## config.mk

```make
export PLATFORM = sky130hd
export DESIGN_NAME = instr_fetch
export DESIGN_NICKNAME = d
export VERILOG_FILES = /design/src/rtl/instr_fetch_pkg.sv /design/src/rtl/instr_fetch_next_pc.sv /design/src/rtl/instr_fetch.sv
export SDC_FILE = /design/constraint.sdc
export NUM_CORES = 1
export LEC_CHECK = 0
export ABC_AREA = 0
export CORE_MARGIN = 1.5
export CORE_UTILIZATION = 50
export DETAILED_ROUTE_END_ITERATION = 12
export GPL_ROUTABILITY_DRIVEN = 0
export GPL_TIMING_DRIVEN = 0
export PLACE_DENSITY = 0.95
export SYNTH_ARGS = -nofsm -noshare
export SYNTH_HDL_FRONTEND = slang
export SYNTH_SLANG_ARGS = --single-unit
```

## constraint.sdc

```tcl
create_clock -name clk -period 4.82 [get_ports clk]
set_input_delay 1.205 -clock clk [delete_from_list [all_inputs] [get_ports clk]]
set_output_delay 1.205 -clock clk [all_outputs]
set_load 0.05 [all_outputs]
```

## src/rtl/instr_fetch_pkg.sv

```systemverilog
// Shared types and field positions for the instruction fetch stage.
package instr_fetch_pkg;

  localparam int INSTR_W    = 32;
  localparam int OPCODE_MSB = 31;
  localparam int OPCODE_LSB = 26;
  localparam int FUNC_MSB   = 5;
  localparam int FUNC_LSB   = 0;
  localparam int JIDX_MSB   = 25;
  localparam int IMM_MSB    = 15;

  typedef enum logic [1:0] {
    REQ  = 2'd0,
    WAIT = 2'd1,
    HOLD = 2'd2
  } fetch_state_t;

endpackage

```

## src/rtl/instr_fetch_next_pc.sv

```systemverilog
// Next-PC selection for the held instruction: jump, taken branch, or fall-through.
module instr_fetch_next_pc
  import instr_fetch_pkg::*;
(
  input  logic [31:0]        pc_plus4,
  input  logic [INSTR_W-1:0] instr,
  input  logic               Branch,
  input  logic               Jump,
  input  logic               zero,
  output logic [31:0]        next_pc
);

  logic [31:0] jump_target;
  logic [31:0] branch_offset;
  logic        unused_opcode;

  // The opcode field does not take part in target arithmetic.
  assign unused_opcode = ^instr[OPCODE_MSB:OPCODE_LSB];

  assign jump_target   = {pc_plus4[31:28], instr[JIDX_MSB:0], 2'b00};
  assign branch_offset = {{14{instr[IMM_MSB]}}, instr[IMM_MSB:0], 2'b00};

  // Jump outranks Branch; all sums wrap at 32 bits.
  always_comb begin
    next_pc = pc_plus4;
    if (Jump) begin
      next_pc = jump_target;
    end else if (Branch && zero) begin
      next_pc = pc_plus4 + branch_offset;
    end
  end

endmodule

```

## src/rtl/instr_fetch.sv

```systemverilog
// Instruction fetch stage: owns the PC, issues single-outstanding memory reads,
// and holds each fetched word until decode accepts it.
// Optional build macro FETCH_PERF_EN adds fetch_count / stall_count outputs.
//
// state | meaning
// REQ   | imem_req high for one cycle at imem_addr = pc
// WAIT  | waiting for imem_rvalid; first valid beat is captured
// HOLD  | instruction presented to decode until id_ready
module instr_fetch
  import instr_fetch_pkg::*;
#(
  parameter logic [31:0] RESET_PC = 32'h0000_0000
) (
  input  logic               clk,
  input  logic               rst_n,
  output logic               imem_req,
  output logic [31:0]        imem_addr,
  input  logic               imem_rvalid,
  input  logic [INSTR_W-1:0] imem_rdata,
  output logic [INSTR_W-1:0] instr,
  output logic [5:0]         opcode,
  output logic [5:0]         func,
  output logic               instr_valid,
  input  logic               id_ready,
  output logic [31:0]        pc,
  output logic [31:0]        pc_plus4,
  input  logic               Branch,
  input  logic               Jump,
  input  logic               zero
`ifdef FETCH_PERF_EN
  ,
  output logic [31:0]        fetch_count,
  output logic [31:0]        stall_count
`endif
);

  fetch_state_t       state_q, state_d;
  logic [31:0]        pc_q, pc_d;
  logic [INSTR_W-1:0] instr_q, instr_d;
  logic               valid_q, valid_d;
  logic [31:0]        next_pc;
  logic               capture;
  logic               accept;

  // State register.
  always_ff @(posedge clk or negedge rst_n) begin
    if (!rst_n) begin
      state_q <= REQ;
    end else begin
      state_q <= state_d;
    end
  end

  // Next-state logic; a response arriving outside WAIT is stale and ignored.
  always_comb begin
    state_d = state_q;
    case (state_q)
      REQ:     state_d = WAIT;
      WAIT:    if (imem_rvalid) state_d = HOLD;
      HOLD:    if (id_ready) state_d = REQ;
      default: state_d = REQ;
    endcase
  end

  // Output decode; the request is gated by reset so it stays low while held in reset.
  always_comb begin
    imem_req = rst_n & (state_q == REQ);
    capture  = (state_q == WAIT) & imem_rvalid;
    accept   = (state_q == HOLD) & id_ready;
  end

  // Datapath update: capture the word in WAIT, advance the PC on acceptance.
  always_comb begin
    pc_d    = pc_q;
    instr_d = instr_q;
    valid_d = valid_q;
    if (capture) begin
      instr_d = imem_rdata;
      valid_d = 1'b1;
    end
    if (accept) begin
      pc_d    = next_pc;
      valid_d = 1'b0;
    end
  end

  // PC, instruction and valid registers.
  always_ff @(posedge clk or negedge rst_n) begin
    if (!rst_n) begin
      pc_q    <= RESET_PC;
      instr_q <= '0;
      valid_q <= 1'b0;
    end else begin
      pc_q    <= pc_d;
      instr_q <= instr_d;
      valid_q <= valid_d;
    end
  end

  assign imem_addr   = pc_q;
  assign pc          = pc_q;
  assign pc_plus4    = pc_q + 32'd4;
  assign instr       = instr_q;
  assign instr_valid = valid_q;
  assign opcode      = instr_q[OPCODE_MSB:OPCODE_LSB];
  assign func        = instr_q[FUNC_MSB:FUNC_LSB];

  instr_fetch_next_pc u_next_pc (
    .pc_plus4 (pc_plus4),
    .instr    (instr_q),
    .Branch   (Branch),
    .Jump     (Jump),
    .zero     (zero),
    .next_pc  (next_pc)
  );

`ifdef FETCH_PERF_EN
  logic [31:0] fetch_cnt_q;
  logic [31:0] stall_cnt_q;

  // Accepted responses and decode back-pressure cycles; both wrap.
  always_ff @(posedge clk or negedge rst_n) begin
    if (!rst_n) begin
      fetch_cnt_q <= '0;
      stall_cnt_q <= '0;
    end else begin
      if (capture) fetch_cnt_q <= fetch_cnt_q + 32'd1;
      if ((state_q == HOLD) && !id_ready) stall_cnt_q <= stall_cnt_q + 32'd1;
    end
  end

  assign fetch_count = fetch_cnt_q;
  assign stall_count = stall_cnt_q;
`endif

endmodule

```

==> implementation parameters, run 1 <==
Parameter                              Value

Placed design
  Total placed instance area ... approximately 7400 µm²
  Number of port buffers ... 173
  Number of placed instances with taps included ... 921
  Post-DP HPWL ... between 10000 and 15000 µm
  Dpl ws ... 578.7 ps

Yosys
  Cell taking the most area after synthesis ... dfrtp_1
  Syn Inst Count ... slightly above 600
  Mean area per synthesized cell ... 8.960 µm²
  Post-synth top area share ... 29.91%
  Part of the Yosys area used for sequential elements ... about 30%
  Count of flip-flops with a built-in enable after synthesis ... 0
  Async set or reset register ratio after synthesis ... 100.0%
  Netlist cell types ... 61
  Warnings from Yosys ... 0
  Most common flop cell mapped by yosys ... dfrtp_1
  Count of state elements after synthesis ... 65
  Leading post-synthesis cells by cell area ... dfrtp_1, ha_1, buf_4
  Mapped cell area ... 5439 µm²

Setup path
  Length in cells of the worst reg-to-reg path ... 14
  Worst-path maximum fanout ... 7
  Arrival time worst endpoint ... 3440 ps
  R2r endpoint ... imem_addr[30]
  Setup crit end kind ... primary output
  Launching element type of the critical path ... flop
  Worst setup path class ... reg2out
  CP required ... between 3000 and 4000 ps
  Startpoint of the most critical register-to-register path ... imem_addr[2]
  Reg-to-reg slack, setup ... ~500 ps

STA
  RSZ-0062 raised after global routing ... no
  Count of pins over their slew limit ... 0
  Worst slew margin ... between 40% and 50%
  Final Skew ... roughly 14 ps
  Slew at the pin closest to its max-slew limit ... 860.5 ps
  Achievable Freq ... 0.2153 GHz
  Period Utilization, post-route ... 96.36%
  Min Clock Period, post-route ... 4645 ps
  Final WS setup ... 175.5 ps
  Final setup vio count ... 0
  Final TNS setup ... 0 ps
  Fin. Hold Viols ... 0

Final layout
  Relative area change from synthesis to final layout ... 38.60%
  Final instance count without filler cells ... 937
  Antenna Diode Count ... 0
  Share of final-layout standard cells stronger than drive strength 1 ... 13.86%
  Final nets ... roughly 870
  Final cell area excluding filler cells ... 7538 µm²

Die
  Floorplan core area ... 10420 µm²
  Total I/O pin count ... 181
  Starting density of the core ... 52.22%
  Vertical die dimension ... roughly 110 µm
  Overall die width ... between 100 and 150 µm
  Total Die Area ... 11510 µm²
  Row count ... 37

Routing
  DRC violation count after routing ... 0
  Average routed wire per standard cell ... between 15 and 20 µm
  Vias ... about 5700
  Initial detailed-routing violation count ... 388
  Detailed Route WL ... 17990 µm
  Count of antenna-violating nets left after detailed routing ... 0
  Via density per instance ... 6.134
  Detailed Routing Iterations Pass 1 ... 5

Clocking
  H-Tree Level Count ... 3
  Clk slew on worst S/H paths ... 80 ps
  TritonCTS clock tree ... built
  Clock tree buffer depth ... 2
  Post-CTS repair timing setup buffer count ... 0
  CTS hold repair buffers ... 0
  Insertion delay of the later-clocked pin in the worst-skew pair ... about 370 ps
  CTS-repair resized insts ... 0
  # clock sinks ... 65
  Clock buffer count from CTS ... 9
  Clock Root Buffer ... clkbuf_8

Worst hold path
  Worst hold endpoint ... instr_valid
  Source of the worst hold timing path ... instr_valid
  Class of the most critical hold timing path ... reg2reg
  Worst Hold Depth ... 2

GRT
  Total routing resource utilization after global routing ... 31.38%
  Wire length of the first global-routing pass ... 28140 µm
  Sum of overflow across all layers after global routing ... 0
  Maximum number of pins on one net before global-route repair ... 67
  Via count of the first global-routing pass ... roughly 5700
  Antenna violations before repair ... 0

Run
  Max Cap Violations ... 0

Outcome
  Outcome ... finished, final reports clean
==> cell families after synthesis <==
group / share of synthesized area [%]
compound gates: 20.87
buf+inv: 8.765
mux: 7.730
other cells: 0.06895
flops: 29.91
fa+ha+maj: 8.650
simple gates: 15.96
xor+xnor: 8.052
==> metrics by stage <==
step | utilization, % | hold WS, ps
after floorplan | - | 435.6
after global placement | 70.65 | 450.7
after detailed placement | 70.63 | 463.8
after CTS | 72.37 | 489.6
after global routing | 72.37 | 521.6
final | 72.37 | 491.7
==> layer usage <==
metal  track usage (%)  vias to the layer above  part of all wire (%)
met3             7.324                       80                    11
met4             16.95                        0                   4.1
met2             53.82                      436                    48
met1             36.07                     2686                    37
li1                  -                     2546                     -
met5                 0                        -                     0
==> state kept, by name, summed over array words and instances (netlist names) <==
name / flops
instr: 32
imem_addr: 30
state_q: 2
instr_valid: 1
==> critical path, stage by stage (launching register included) <==
cell and delay (ps):
dfrtp_1 470, and3_1 240, and4_1 380, nand2b_1 220, nor3_2 360, nand2_1 170, xnor2_1 350, clkdlybuf4s50_1 880
==> worst max path at each step <==
stage                 start            end  slack (ps)  cells past startpoint
3_5_place_dp          rst_n       imem_req         580                      3
5_1_grt        imem_addr[4]   pc_plus4[27]          60                      7
3_3_place_gp          rst_n       imem_req       -1410                      3
6_report       imem_addr[4]   pc_plus4[25]         180                      7
4_1_cts        imem_addr[4]   pc_plus4[25]         190                      7
2_1_floorplan  imem_addr[2]  imem_addr[31]         230                     13
==> cells in the mapped netlist (4+ instances only) <==
| library cell | instances |
|---|---|
| dfrtp_1 | 65 |
| nand2_1 | 59 |
| buf_4 | 48 |
| o21ai_0 | 37 |
| ha_1 | 36 |
| nor2_1 | 35 |
| a21oi_1 | 33 |
| xnor2_1 | 33 |
| mux2_2 | 32 |
| a21o_1 | 26 |
| nand3_1 | 22 |
| clkbuf_1 | 20 |
| xor2_1 | 17 |
| and3_1 | 10 |
| inv_1 | 10 |
| nand4_1 | 9 |
| a31oi_1 | 7 |
| o211ai_1 | 7 |
| a211oi_1 | 6 |
| and4_1 | 6 |
| mux2i_1 | 6 |
| o21ai_1 | 6 |
| a221oi_1 | 5 |
| nor3_1 | 5 |
| o21bai_1 | 5 |
| nand2b_1 | 4 |
| nor4_1 | 4 |
| o211a_1 | 4 |
==> cells in the final DEF, fill, tap and decap left out, drive strengths merged, types with 3 or more instances in the layout <==
| cell | instances |
|---|---|
| nor3 | 6 |
| and3 | 11 |
| xnor2 | 33 |
| ha | 36 |
| clkdlybuf4s50 | 172 |
| nor2b | 3 |
| a221oi | 6 |
| nand3 | 24 |
| a21o | 26 |
| xor2 | 17 |
| nand2 | 59 |
| a31oi | 7 |
| a211oi | 7 |
| clkinvlp | 4 |
| a21oi | 33 |
| nor2 | 35 |
| nand2b | 4 |
| o21ai | 44 |
| a221o | 3 |
| mux2 | 32 |
| o21bai | 5 |
| conb | 6 |
| nor4 | 5 |
| mux2i | 6 |
| inv | 10 |
| o211a | 4 |
| o22ai | 3 |
| o211ai | 7 |
| and4 | 7 |
| a2111oi | 3 |
| nand4 | 9 |
| buf | 50 |
| dfrtp | 65 |
| clkbuf | 30 |
==> cell type report <==
class | instances | area [µm²]
multi-input cells | 468 | 3354
fillers | 762 | 2878
repair buffers | 173 | 1729
flip-flops and latches | 65 | 1627
plain buffers | 69 | 439.2
well taps | 136 | 170.2
clock buffers | 10 | 137.6
clock inverters | 6 | 43.79
inverters | 10 | 37.54
Power of run 1 is left out: the tool's default activity adds up to more than one toggle a clock period on the data nets, which glitch-free logic cannot reach.
==> inputs of run 2 (changes only) <==
Settings changed: CORE_MARGIN 1.5 to 2, CORE_UTILIZATION 50 to 51, PLACE_DENSITY 0.95 to 0.88.
==> run 2 against run 1 <==
Net effect: hold slack worse by 0.74 ps; fmax decreased by 0.66%; global-route usage fell by 0.91 points; largest cell class unchanged; non-clock buffer count unchanged.
==> implementation parameters, run 2 (synthesized netlist as in run 1, its figures left out) <==
Parameter                              Value

STA
  Worst slew margin ... between 40% and 50%
  Final Skew ... 9.337 ps
  Smallest hold slack ... 490.9 ps
  Fin. Hold Viols ... 0
  Min Clock Period, post-route ... 4675 ps
  Achievable Freq ... 0.2139 GHz
  RSZ-0062 raised after global routing ... no
  Final setup vio count ... 0
  Slew at the pin closest to its max-slew limit ... between 800 and 900 ps
  Final TNS setup ... 0 ps
  Count of pins over their slew limit ... 0
  Period Utilization, post-route ... 97.00%

Die
  Vertical die dimension ... 107.3 µm
  Row count ... 37
  Starting density of the core ... 52.68%
  Floorplan core area ... 10320 µm²
  Overall die width ... about 110 µm
  Total Die Area ... roughly 12000 µm²
  Total I/O pin count ... 181

Routing
  Via density per instance ... 6.021
  Initial detailed-routing violation count ... 386
  Count of antenna-violating nets left after detailed routing ... 0
  Vias ... 5636
  Detailed Routing Iterations Pass 1 ... 5
  DRC violation count after routing ... 0
  Average routed wire per standard cell ... 18.64 µm
  Detailed Route WL ... 17450 µm

Setup path
  Setup crit end kind ... primary output
  Chain of cells forming the critical path ... and3_1, nand3_1, nand2b_1, nor3_2, nand2_1, xnor2_1, clkdlybuf4s50_1
  Launching element type of the critical path ... flop
  Worst setup path class ... reg2out
  Length in cells of the worst reg-to-reg path ... 14
  Worst-path maximum fanout ... 7
  Critical-path cell with the highest stage delay ... clkdlybuf4s50_1
  Longest individual stage delay on the worst path ... 850 ps
  Arrival time worst endpoint ... 3470 ps
  CP required ... 3620 ps

Clocking
  CTS hold repair buffers ... 0
  # clock sinks ... between 60 and 70
  TritonCTS clock tree ... built
  H-Tree Level Count ... 3
  Insertion delay of the later-clocked pin in the worst-skew pair ... 360 ps
  Clock buffer count from CTS ... 9
  Clock Root Buffer ... clkbuf_8
  Clk slew on worst S/H paths ... 70 ps
  Clock tree buffer depth ... 2

Final layout
  Final nets ... 872
  Commonest non-fill, non-tap cells in the layout ... clkdlybuf4s50_1, dfrtp_1, nand2_1
  Number of flip-flops in the largest register ... 32
  Most frequent standard cell in the layout excluding fill and tap cells ... clkdlybuf4s50_1
  Share of final-layout standard cells stronger than drive strength 1 ... 13.63%
  Antenna Diode Count ... 0
  Core occupancy in the finished layout ... around 73%
  Relative area change from synthesis to final layout ... 38.90%
  Final cell area excluding filler cells ... between 7000 and 8000 µm²

GRT
  Met3 track demand over resource ... 7.567%
  Sum of overflow across all layers after global routing ... 0
  Total routing resource utilization after global routing ... 30.47%
  Maximum number of pins on one net before global-route repair ... 67
  Via count of the first global-routing pass ... 5677
  Antenna violations before repair ... 0
  Wire length of the first global-routing pass ... between 20000 and 30000 µm
  Global-route met2 utilization ... 50.41%
  Fraction of met1 tracks used by global routing ... 36.65%
  Busiest grt layer ... met2

Worst hold path
  Class of the most critical hold timing path ... reg2reg
  Worst Hold Depth ... 1

Placed design
  Total placed instance area ... 7357 µm²
  Number of port buffers ... 173
  Post-DP HPWL ... 13080 µm

Outcome
  Outcome ... finished, final reports clean

Run
  Max Cap Violations ... 0
-- run 2: cell count changes in the layout (fill, tap and decap cells not counted) --
cell | before | now
clkinvlp_4 | 4 | 0
bufinv_16 | 0 | 1
clkbuf_1 | 20 | 21
clkbuf_8 | 10 | 11
clkdlybuf4s50_1 | 172 | 171
clkinv_2 | 1 | 2
clkinv_4 | 1 | 0
dlymetal6s2s_1 | 0 | 1
-- run 2: worst max-delay path, delay by kind of cell (launching register included) --
kind | cells | cell delay [ps]
XOR/XNOR | 1 | 280
buffers and inverters | 1 | 850
flip-flops | 1 | 490
AND/OR/NAND/NOR | 5 | 1500
-- run 2: repair_timing --
| action | 4_1_cts | 5_1_grt |
|---|---|---|
| endpoints found under the hold margin | 0 | 0 |
| buffers inserted | 0 | 0 |
| resized for setup | 0 | 1 |
| setup endpoints to repair | 0 | 1 |
-- run 2: final timing paths --
path,from,end,slack (ps)
max,imem_addr[8],pc_plus4[29],140
min reg2reg,state_q[1],state_q[0],490
min,state_q[1],state_q[0],490
max in group asynchronous,rst_n,imem_addr[24],3310
min in group asynchronous,rst_n,instr[26],960
max reg2reg,imem_addr[8],imem_addr[30],590
-- run 2: final cells by class --
type                            count  area [µm²]
Buffer                             69       439.2
Clock buffer                       12       155.1
Clock inverter                      3       40.04
Fill cell                         782        2769
Inverter                           10       37.54
Multi-Input combinational cell    468        3354
Sequential cell                    65        1627
Tap cell                          136       170.2
Timing Repair Buffer              173        1732
-- run 2: routing by layer --
metal,up-vias,share of wire (%)
met3,97,9.8
met4,0,4.6
met2,363,48
li1,2544,-
met5,-,0
met1,2632,38
-- run 2: stage by stage --
stage,setup slack (ps),cells
floorplan,226.5,612
global placement,-1434,921
detailed placement,461.2,921
CTS,78.38,936
global route,4.280,936
finish,144.8,936
Power of run 2 is left out for the same reason.
==> inputs of run 3 (changes only) <==
Settings changed: CORE_UTILIZATION 51 to 47, PLACE_DENSITY 0.88 to 0.82, REMOVE_ABC_BUFFERS set to 1.
Clock period 4.82 ns to 5.15 ns, I/O delays scaled along.
==> run 3 against run 2 <==
Net effect: design area decreased by 3.7%; register-to-register slack improved by 540 ps; sequential share of layout area increased by 0.82 points; clock skew up 1.2 ps; non-clock buffer count is 67 lower; critical path depth stayed put; final cell count decreased by 6.3%; critical endpoint is now pc_plus4[25].
==> implementation parameters, run 3 (synthesized netlist as in run 1, its figures left out) <==
Parameter                              Value

Die
  Floorplan core area ... 11370 µm²
  Total Die Area ... 12450 µm²
  Overall die width ... ~110 µm
  Row count ... 39
  Vertical die dimension ... 111.6 µm
  Total I/O pin count ... 181
  Starting density of the core ... 47.84%

Setup path
  Worst-path maximum fanout ... 7
  Startpoint of the most critical register-to-register path ... imem_addr[4]
  Reg-to-reg slack, setup ... 1130 ps
  Arrival time worst endpoint ... about 3500 ps
  Worst setup path class ... reg2out
  Setup crit end kind ... primary output
  Length in cells of the worst reg-to-reg path ... 14
  Launching element type of the critical path ... flop
  Worst setup path end ... pc_plus4[25]
  Chain of cells forming the critical path ... and3_1, and4_1, nand2b_1, nor3_2, nand2_1, xnor2_1, clkdlybuf4s50_1
  Worst Path Buf+Inv ... 1
  Critical Path Source ... imem_addr[4]
  Critical-path cell with the highest stage delay ... clkdlybuf4s50_1
  Cell family with the largest share of critical-path delay ... simple AND/OR/NAND/NOR gates
  R2r endpoint ... imem_addr[31]
  Cell count along the critical path ... 7
  Longest individual stage delay on the worst path ... 890 ps
  CP required ... just under 4000 ps

Routing
  Average routed wire per standard cell ... 18.53 µm
  DRC violation count after routing ... 0
  Via density per instance ... 5.918
  Detailed Route WL ... 16250 µm
  Detailed Routing Iterations Pass 1 ... 6
  Initial detailed-routing violation count ... 393
  Count of antenna-violating nets left after detailed routing ... 0
  Vias ... approximately 5200

Final layout
  Multi-input gate area ... 3354 µm²
  Relative area change from synthesis to final layout ... 33.82%
  Final nets ... slightly above 800
  Commonest non-fill, non-tap cells in the layout ... clkdlybuf4s50_1, dfrtp_1, nand2_1
  Sequential cell area ... between 1500 and 2000 µm²
  Share of final-layout standard cells stronger than drive strength 1 ... 8.719%
  Final instance count without filler cells ... a little under 900
  Antenna Diode Count ... 0
  Number of fillers in the final layout ... 954
  Most frequent standard cell in the layout excluding fill and tap cells ... clkdlybuf4s50_1
  Number of flip-flops in the largest register ... 32

Clocking
  Clk slew on worst S/H paths ... 60 ps
  CTS-repair resized insts ... 0
  Clock buffer count from CTS ... 9
  TritonCTS clock tree ... built
  CTS hold repair buffers ... 0
  Post-CTS repair timing setup buffer count ... 0
  H-Tree Level Count ... 3
  Clock tree buffer depth ... 2
  Insertion delay of the later-clocked pin in the worst-skew pair ... 340 ps
  # clock sinks ... 65
  Clock Root Buffer ... clkbuf_16

Run
  Max Cap Violations ... 0

GRT
  Via count of the first global-routing pass ... 4989
  Maximum number of pins on one net before global-route repair ... 67
  Sum of overflow across all layers after global routing ... 0
  Antenna violations before repair ... 0
  Wire length of the first global-routing pass ... 25920 µm
  Total routing resource utilization after global routing ... between 20 and 30%

STA
  Final setup vio count ... 0
  Count of pins over their slew limit ... 0
  Final TNS setup ... 0 ps
  Final Skew ... between 10 and 15 ps
  Min Clock Period, post-route ... 4819 ps
  Worst slew margin ... 26.56%
  RSZ-0062 raised after global routing ... no
  Final WS setup ... approximately 330 ps
  Slew at the pin closest to its max-slew limit ... 1098 ps
  Achievable Freq ... 0.2075 GHz
  Period Utilization, post-route ... between 90% and 100%
  Fin. Hold Viols ... 0

Worst hold path
  Class of the most critical hold timing path ... reg2reg

Placed design
  Post-DP HPWL ... 12030 µm
  Dpl ws ... a little under 700 ps
  Number of port buffers ... 174
  Number of placed instances with taps included ... 861

Outcome
  Outcome ... finished, final reports clean
run 3: per-stage QoR:
step	utilization (%)	hold slack (ps)	area [µm²]
2_1_floorplan	-	435.6	5019
4_1_cts	64.01	483.4	7278
5_1_grt	64.01	496.7	7278
3_3_place_gp	61.03	453.4	6939
6_report	64.01	478.8	7278
3_5_place_dp	61.14	469.7	6952
run 3: worst reg2reg max path: cells and delay by family, from the launching register on:
kind                     cells  cell delay [ps]
AND/OR/NAND/NOR              8             1950
AO/OA/AOI/OAI                3              790
flip-flops                   1              450
XOR/XNOR                     1              400
adder cells (fa/ha/maj)      1              240
buffers and inverters        1              100
run 3: routing by layer:
| layer | track usage [%] | wire [µm] | part of all wire, % | vias up |
|---|---|---|---|---|
| met2 | 43.46 | 8138 | 50 | 257 |
| met3 | 4.627 | 1156 | 7.1 | 31 |
| met4 | 7.407 | 264 | 1.6 | 0 |
| li1 | - | - | - | 2420 |
| met5 | 0 | 0 | 0 | - |
| met1 | 33.10 | 6692 | 41 | 2482 |
run 3: area by class of cell:
| cell class | instances | share of cell area [%] |
|---|---|---|
| Sequential cell | 65 | 22.35 |
| Inverter | 10 | 0.5157 |
| Clock inverter | 6 | 1.203 |
| Multi-Input combinational cell | 468 | 46.09 |
| Tap cell | 143 | 2.458 |
| Timing Repair Buffer | 175 | 24.10 |
| Clock buffer | 10 | 3.283 |
run 3: how the worst min path moves through the flow:
| stage | from | to | cells after the start |
|---|---|---|---|
| finish | state_q[1] | state_q[0] | 1 |
| global route | state_q[1] | state_q[0] | 1 |
| CTS | instr_valid | instr_valid | 2 |
| detailed placement | instr_valid | instr_valid | 2 |
| global placement | state_q[1] | state_q[0] | 1 |
| floorplan | state_q[1] | state_q[0] | 1 |
Power of run 3 is left out for the same reason.
==> variant: new RTL, settings of run 1 <==
The 3 states of `fetch_state_t` get a one-hot encoding in 3 bits.
--- a/src/rtl/instr_fetch_pkg.sv
+++ b/src/rtl/instr_fetch_pkg.sv
@@ -10,8 +10,8 @@
   localparam int IMM_MSB    = 15;
 
-  typedef enum logic [1:0] {
-    REQ  = 2'd0,
-    WAIT = 2'd1,
-    HOLD = 2'd2
+  typedef enum logic [2:0] {
+    REQ  = 3'b001,
+    WAIT = 3'b010,
+    HOLD = 3'b100
   } fetch_state_t;
 
Formal check against the unedited RTL: same outputs for any inputs over 10 cycles, from zero or initial values and one cycle with rst_n low; not proved beyond that.
==> variant against run 1 <==
Via count fell by 1.6%. Worst setup slack got worse by 0.015 ns. Sequential cell count rose by 1. Cell area rose by 1.1%. Wire length fell by 1.0%. Worst hold slack improved by 0.027 ns. Core utilization rose by 0.46 points. Synthesized area rose by 0.32%.
Power is not shown: default switching activity piles up to over one toggle a cycle in this logic, so the estimate is an artifact.
==> variant: results (changes against run 1) <==
clock_tree:
  clk_latency_ns: 0.35  # -0.02 ns
global_route:
  globalRouteTotalUtil_pct: 31.0  # -0.42 points
  first_global_vias: 5705  # +0.56%
  grt_max_degree: 68  # +1.5%
  grt_pass1_wl_mm: 28.0  # -0.42%
drt:
  wl_per_cell_um: 18.6  # -3.2%
  first_iter_violations: 487  # +26%
  vias_per_cell: 5.91  # -3.7%
synth:
  yosys-top-cells-area: "dfrtp_1 (30%), ha_1 (8.3%), buf_4 (6.6%)"
  synth.distinct_cells: 66  # +8.2%
  ys_seq_area_share_pct: 30.3  # +0.39 points
  ys_top_cells_by_count: "dfrtp_1 (65), nand2_1 (61), a21oi_1 (51), buf_4 (48), o21ai_0 (48)"
  postSynth.asyncResetShare_pct: 100  # unchanged
outcome:
  run_status: "finished, final reports clean"
final_layout:
  layout-drive-gt1-share_pct: 14.1  # +0.25 points
  final.fill_count: 778  # +2.1%
  nets: 893  # +2.4%
place:
  dpl_cell_area_mm2: 0.00738  # +0.37%
  dp_hpwl_mm: 13.2  # -2.4%
sta:
  fin_worst_skew_ns: 0.00620  # -0.00798 ns
  relSlewSlack_pct: 38.2  # -4.4 points
setup_path:
  cp-startpoint: "imem_addr[4]"
  crit_arrival_ns: 3.45  # about the same
  cp_max_fo: 8  # +1
  r2r-start: "imem_addr[2]"
## variant: changes by cell type after synthesis, moves of 5 or more
cell / delta
a21o_1: -15
nand3_1: -6
nor2_1: +5
or3_1: +8
xnor2_1: -7
o21ai_0: +11
xor2_1: +8
nor3_1: +10
a21oi_1: +18
a221oi_1: -5
## variant: through the flow
| step | setup WS [ns] | cells | util, % |
|---|---|---|---|
| floorplan | 0.0487 | 632 | - |
| global placement | -1.45 | 942 | 70.6 |
| detailed placement | 0.453 | 942 | 70.6 |
| CTS | 0.0661 | 958 | 72.7 |
| global route | 0.0943 | 958 | 72.8 |
| finish | 0.160 | 958 | 72.8 |
## variant: final timing paths
| kind | endpoint | slack (ns) | cells after the start |
|---|---|---|---|
| worst max-delay path | pc_plus4[27] | 0.16 | 6 |
| worst min-delay path | instr_valid | 0.52 | 2 |
| worst max register to register | imem_addr[29] | 0.41 | 15 |
| worst min register to register | instr_valid | 0.52 | 2 |
| max in group asynchronous | imem_addr[27] | 3.30 | 1 |
| min in group asynchronous | imem_addr[7] | 0.97 | 1 |
## variant: what timing repair did
item	in CTS	in global routing
resized for setup	0	4
endpoints found under the setup margin	0	4
endpoints found under the hold margin	0	0
## variant: layout make-up
class                      count  share of cell area [%]
sequential                    66                    21.7
buffer                        69                    5.76
multi-input combinational    487                    43.9
tap                          136                    2.23
timing repair buffer         174                    23.0
inverter                      10                   0.493
clock inverter                 7                    1.33
clock buffer                   9                    1.63
## variant: worst register-to-register path, stage by stage, from the launching register on
cell and delay (ns):
dfrtp_1 0.47, ha_1 0.32, nand2_1 0.19, or3_1 0.46, nor2_1 0.23, and3_1 0.22, xor2_1 0.31, ha_1 0.36
a21o_1 0.20, a21o_1 0.17, a2111oi_0 0.35, or3_1 0.20, and2_2 0.18, o21bai_1 0.06, a2111oi_0 0.42, o31ai_1 0.15
## variant: cells by family after synthesis
kind of cell             synth area share (%)
AO/OA/AOI/OAI                            20.5
other                                  0.0687
adder cells (fa/ha/maj)                  8.62
XOR/XNOR                                 8.19
multiplexers                             7.15
AND/OR/NAND/NOR                          16.4
flip-flops                               30.3
buffers and inverters                    8.74
## variant: layer usage
metal | up-vias | wire length (µm) | track usage (%)
met1 | 2588 | 6760 | 37.5
li1 | 2607 | - | -
met2 | 390 | 8510 | 52.3
met4 | 0 | 597 | 12.9
met3 | 73 | 1920 | 7.81
met5 | - | 0 | 0
